### src/rtl/branch_pred_ctrl.sv
`default_nettype none
// ============================================================================
// Module      : branch_pred_ctrl
// Description : Branch-direction predictor (2-bit saturating BHT) and
//               mispredict-recovery sequencer for a 5-stage core. Predicts
//               in IF, trains and detects mispredicts in EX, sequences the
//               PC redirect and the IF/ID, ID/EX flushes, and keeps
//               saturating branch / mispredict statistics.
// Revision    : 1.0 - initial release
// ============================================================================
module branch_pred_ctrl #(
    parameter int BHT_ENTRIES = 64,
    parameter int CNT_W       = 16
) (
    input  logic             clk,
    input  logic             rst_n,
    input  logic             stall,
    // IF-stage prediction interface
    input  logic             if_valid,
    input  logic             if_is_branch,
    input  logic [31:0]      if_pc,
    output logic             pred_taken,
    // EX-stage resolution interface
    input  logic             ex_valid,
    input  logic [3:0]       ex_bj_inst,
    input  logic             ex_branch,
    input  logic             ex_pred_taken,
    input  logic [31:0]      ex_pc,
    input  logic [31:0]      ex_target,
    // Recovery controls
    output logic             redirect,
    output logic [31:0]      redirect_pc,
    output logic             flush_if_id,
    output logic             flush_id_ex,
    // Statistics
    output logic [CNT_W-1:0] branch_cnt,
    output logic [CNT_W-1:0] mispred_cnt
);

    localparam int IDX_W = $clog2(BHT_ENTRIES);

    typedef enum logic [0:0] {
        ST_IDLE  = 1'b0,
        ST_FLUSH = 1'b1
    } state_t;

    localparam logic [1:0]       C_CNT_WNT = 2'b01;
    localparam logic [1:0]       C_CNT_MAX = 2'b11;
    localparam logic [1:0]       C_CNT_MIN = 2'b00;
    localparam logic [CNT_W-1:0] C_STAT_MAX = {CNT_W{1'b1}};

    // ------------------------------------------------------------------
    // State
    // ------------------------------------------------------------------
    state_t            state_q;
    logic [1:0]        bht_q [BHT_ENTRIES];
    logic              redirect_q;
    logic              flush_if_id_q;
    logic              flush_id_ex_q;
    logic [31:0]       redirect_pc_q;
    logic [CNT_W-1:0]  branch_cnt_q;
    logic [CNT_W-1:0]  mispred_cnt_q;

    // ------------------------------------------------------------------
    // Combinational decode
    // ------------------------------------------------------------------
    logic [IDX_W-1:0]  if_idx;
    logic [IDX_W-1:0]  ex_idx;
    logic              is_br;
    logic              res;
    logic              mis;
    logic [1:0]        bht_cur;
    logic [1:0]        bht_d;
    logic [31:0]       redirect_pc_d;
    logic              unused_pc_bits;

    // Word-aligned PCs: bits [1:0] never select a table entry.
    assign if_idx = if_pc[IDX_W+1:2];
    assign ex_idx = ex_pc[IDX_W+1:2];
    assign unused_pc_bits = ^{if_pc[31:IDX_W+2], if_pc[1:0],
                              ex_pc[31:IDX_W+2], ex_pc[1:0]};

    // Conditional-branch codes are 1000, 1001 and 11xx; 1010/1011 are
    // jumps and 0xxx is non-control, so neither trains nor counts.
    assign is_br = ex_bj_inst[3] & (ex_bj_inst[2] | ~ex_bj_inst[1]);

    // Resolutions are only honoured in IDLE; while flushing, EX holds a
    // wrong-path instruction.
    assign res = ex_valid & is_br & ~stall & (state_q == ST_IDLE);
    assign mis = res & (ex_branch != ex_pred_taken);

    // Prediction reads the registered table only, so a same-cycle
    // training write is not visible until the following cycle.
    assign pred_taken = if_valid & if_is_branch & bht_q[if_idx][1];

    // Saturating +1/-1 of the counter being trained.
    assign bht_cur = bht_q[ex_idx];
    always_comb begin
        bht_d = bht_cur;
        if (ex_branch) begin
            if (bht_cur != C_CNT_MAX) begin
                bht_d = bht_cur + 2'd1;
            end
        end else begin
            if (bht_cur != C_CNT_MIN) begin
                bht_d = bht_cur - 2'd1;
            end
        end
    end

    // Corrected fetch address; the +4 path wraps naturally at 2^32.
    assign redirect_pc_d = ex_branch ? ex_target : (ex_pc + 32'd4);

    // ------------------------------------------------------------------
    // BHT storage: all counters start weakly not-taken.
    // ------------------------------------------------------------------
    always_ff @(posedge clk or negedge rst_n) begin
        if (!rst_n) begin
            for (int i = 0; i < BHT_ENTRIES; i++) begin
                bht_q[i] <= C_CNT_WNT;
            end
        end else if (res) begin
            bht_q[ex_idx] <= bht_d;
        end
    end

    // ------------------------------------------------------------------
    // Recovery FSM with registered redirect/flush outputs. A stalled
    // FLUSH holds everything so the redirect cannot be dropped.
    // ------------------------------------------------------------------
    always_ff @(posedge clk or negedge rst_n) begin
        if (!rst_n) begin
            state_q       <= ST_IDLE;
            redirect_q    <= 1'b0;
            flush_if_id_q <= 1'b0;
            flush_id_ex_q <= 1'b0;
            redirect_pc_q <= 32'd0;
        end else begin
            case (state_q)
                ST_IDLE: begin
                    if (mis) begin
                        state_q       <= ST_FLUSH;
                        redirect_q    <= 1'b1;
                        flush_if_id_q <= 1'b1;
                        flush_id_ex_q <= 1'b1;
                        redirect_pc_q <= redirect_pc_d;
                    end else begin
                        redirect_q    <= 1'b0;
                        flush_if_id_q <= 1'b0;
                        flush_id_ex_q <= 1'b0;
                    end
                end
                ST_FLUSH: begin
                    if (!stall) begin
                        state_q       <= ST_IDLE;
                        redirect_q    <= 1'b0;
                        flush_if_id_q <= 1'b0;
                        flush_id_ex_q <= 1'b0;
                    end
                end
                default: begin
                    state_q       <= ST_IDLE;
                    redirect_q    <= 1'b0;
                    flush_if_id_q <= 1'b0;
                    flush_id_ex_q <= 1'b0;
                end
            endcase
        end
    end

    // ------------------------------------------------------------------
    // Saturating statistics counters.
    // ------------------------------------------------------------------
    always_ff @(posedge clk or negedge rst_n) begin
        if (!rst_n) begin
            branch_cnt_q  <= '0;
            mispred_cnt_q <= '0;
        end else begin
            if (res && (branch_cnt_q != C_STAT_MAX)) begin
                branch_cnt_q <= branch_cnt_q + 1'b1;
            end
            if (mis && (mispred_cnt_q != C_STAT_MAX)) begin
                mispred_cnt_q <= mispred_cnt_q + 1'b1;
            end
        end
    end

    assign redirect    = redirect_q;
    assign redirect_pc = redirect_pc_q;
    assign flush_if_id = flush_if_id_q;
    assign flush_id_ex = flush_id_ex_q;
    assign branch_cnt  = branch_cnt_q;
    assign mispred_cnt = mispred_cnt_q;

endmodule
`default_nettype wire

### config.mk
export PLATFORM = sky130hd
export DESIGN_NAME = branch_pred_ctrl
export DESIGN_NICKNAME = d
export VERILOG_FILES = /design/src/rtl/branch_pred_ctrl.sv
export SDC_FILE = /design/constraint.sdc
export NUM_CORES = 1
export LEC_CHECK = 0
export BUFFER_PORTS_ARGS = -buffer_cell sky130_fd_sc_hd__buf_2
export CAP_MARGIN = 10
export CELL_PAD_IN_SITES_DETAIL_PLACEMENT = 1
export CELL_PAD_IN_SITES_GLOBAL_PLACEMENT = 1
export CORE_MARGIN = 3
export CORE_UTILIZATION = 44
export CTS_CLUSTER_DIAMETER = 50
export DETAILED_ROUTE_END_ITERATION = 8
export PLACE_DENSITY = 0.81
export SLEW_MARGIN = 20
export SYNTH_ARGS = -nofsm -noshare
export SYNTH_HDL_FRONTEND = slang
export SYNTH_SLANG_ARGS = --single-unit
### constraint.sdc
create_clock -name clk -period 4 [get_ports clk]
set_input_delay 0.4 -clock clk [delete_from_list [all_inputs] [get_ports clk]]
set_output_delay 0.4 -clock clk [all_outputs]
set_load 0.01 [all_outputs]
==> impl_metrics.tcl <==
set metrics [dict create \
    grt_use_total_pct 25.1 \
    start_kind "input port" \
    synth_area_leaders "dfrtp_1, dfstp_2, nand2_1, mux4_2, o21ai_0" \
    cp.arrival_ns 2.85 \
    die_w_um 159 \
    synth_flop_cell "dfrtp_1" \
    htree_levels 4 \
    cts_resized 0 \
    grt_pass1_vias 9134 \
    slew_headroom_pct 22.6 \
    p_leak_uw 0.00518 \
    cp-end-kind "output pin" \
    routed_wl_mm 31.5 \
    drtPass1Iterations 5 \
    clockRootBuffer "clkbuf_16" \
    setup.worst_path.class "input port to output pin" \
    outcome "completed" \
    finalCritPeriodShare_pct 81.2 \
    clockBufferDepth 2 \
    synth_compound_area_share_pct 12.6 \
    cts_tree "done" \
    yosysMostFrequentCell "nand2_1" \
    async_flop_share_pct 100 \
    slew_viol_final 0 \
    syn_area_per_cell_um2 9.80 \
    numPortBuffers 148 \
    synthTopCellsByCount "nand2_1, o21ai_0, dfrtp_1" \
    grt_max_degree 117 \
    io_pins 176 \
    hold_viol_final 0 \
    yosysSeqAreaShare_pct 48.1 \
    grt_pass1_wl_mm 50.8 \
    antenna_found_initial 2 \
    clock_sinks 194 \
    syn2layout_area_growth_pct 16.7 \
    required_ns 3.60 \
    drtIter0Drc 645 \
    dieArea_mm2 0.0252 \
    worst_r2r_path_depth 8 \
    netlist_area_mm2 0.0103 \
    final.setup.tns_ns 0 \
    avgRoutedWirePerCell_um 20.8 \
    p_total_uw 4860 \
    synth_simple_gate_area_share_pct 17.5 \
    die_h_um 159 \
    ant_nets 0 \
    yosysUniqueCellTypes 61 \
    max_freq_mhz 308 \
    rsz0062_at_grt "false" \
    register_area_mm2 0.00493 \
    yosys_register_bits 194 \
    path_clk_slew_ns 0.08 \
    fill_cells 2580 \
    gp_congestion 0.857 \
    skew_ns 0.0163 \
    yosys.area_share.adder_pct 0.585 \
    vdd_drop_max_uv 235 \
    yosysWarnings 0 \
    cts_buffers 17 \
    route.vias.total 8694 \
    cts_setup_buffers 0 \
    muxShareOfSynthArea_pct 12.7 \
    setup_violations 0 \
    grt_remaining_overflow 0 \
    min_period_ns 3.25 \
    crit_fanout 16 \
    synth_top_family_by_area "simple AND/OR/NAND/NOR gates" \
    start_util_pct 45.1 \
    multi_input_area_mm2 0.00496 \
    synth_top_cell_by_area "dfrtp_1" \
    drc 0 \
    avgViaCountPerCell 5.75 \
    synth_fp_nets 1158 \
    hpwl_mm 21.6 \
    cap_viol_max_count 0 \
    dpl_worst_slack_ns 0.546 \
    setup_slack_ns 0.751 \
    synth_cells 1047 \
    worst_pin_slew_ns 1.15 \
    final_net_count 1294 \
    synth_top_area_share_pct 31.7 \
    hp-class "input port to async pin" \
    rows 55 \
    cts_hold_buf 0 \
    synth-edff-count 0 \
    synth_xor_area_share_pct 4.86 \
    drive_above_1_share_pct 28.2 \
    core_mm2 0.0228 \
    p_per_area_mw_per_mm2 406 \
    insertion_delay_ns 0.45 \
]
layout by cell type, fill, tap and decap left out, types with 24 or more instances in the layout:
| master | count |
|---|---|
| nand2_1 | 222 |
| o21ai_0 | 136 |
| nand3_1 | 31 |
| a21oi_1 | 38 |
| nor2_1 | 67 |
| dfrtp_1 | 130 |
| dfstp_2 | 64 |
| mux2i_1 | 28 |
| mux4_2 | 36 |
| xnor2_1 | 34 |
| buf_4 | 24 |
| buf_2 | 147 |
where the power goes:
group / leakage [µW] / total [µW] / internal, µW / switching (µW)
Sequential: 0.00240 / 2270 / 2150 / 121
Clock: 0.000304 / 1820 / 871 / 948
Combinational: 0.00248 / 770 / 312 / 458
Total: 0.00518 / 4860 / 3330 / 1530
metrics by stage:
| stage | utilization (%) | cells | area [µm²] | hold WS, ns |
|---|---|---|---|---|
| floorplan | - | 1047 | 10300 | 0.104 |
| global placement | 49.8 | 1477 | 11300 | 0.452 |
| detailed placement | 49.8 | 1477 | 11300 | 0.463 |
| CTS | 52.5 | 1509 | 12000 | 0.126 |
| global route | 52.6 | 1511 | 12000 | 0.141 |
| finish | 52.6 | 1511 | 12000 | 0.0753 |
kinds of logic (layout without fill, tap and decap cells):
family | Yosys count | after routing
mux | 83 | 83
other cells | 0 | 2
simple gates | 403 | 403
flops | 194 | 194
xor+xnor | 57 | 57
fa+ha+maj | 5 | 5
compound gates | 229 | 229
buf+inv | 76 | 225
path summary, 6_finish.rpt:
check	startpoint	end	slack, ns
worst max-delay path	if_pc[2]	pred_taken	0.75
worst min-delay path	rst_n	redirect_pc[24]$_DFFE_PN0P_	0.08
worst max register to register	bht_q[69]$_DFFE_PN0P_	bht_q[77]$_DFFE_PN0P_	1.21
worst min register to register	bht_q[120]$_DFFE_PN1P_	bht_q[120]$_DFFE_PN1P_	0.48
max in group asynchronous	rst_n	flush_id_ex$_DFFE_PN0P_	2.94
min in group clk	stall	state_q$_DFF_PN0_	0.19
registers in the layout, summed over array words and instances (netlist names):
register     count
mispred_cnt     16
bht_q          128
state_q          1
branch_cnt      16
flush_id_ex      1
redirect_pc     32
final cells by class:
cell class                      instances  share of cell area (%)
Multi-Input combinational cell        777                    41.4
Sequential cell                       194                    41.2
Timing Repair Buffer                  175                    8.27
Clock buffer                           17                    3.55
Tap cell                              313                    3.27
Clock inverter                         15                    1.66
Inverter                               18                   0.564
Antenna cell                            2                  0.0418
per-layer routing:
layer  GRT usage (%)  vias to the layer above  share of wire (%)
met5               0                        -                  0
met4            8.00                        0                2.6
met3            4.51                       73                5.4
met2            41.8                      259                 50
met1            33.5                     4390                 43
li1                -                     3972                  -
worst max-delay path: stages:
cell,delay (ns)
buf_2,0.50
mux4_2,0.61
mux4_2,0.50
mux4_2,0.49
and3_1,0.19
buf_2,0.13
Power figures use the tool's default switching activity.
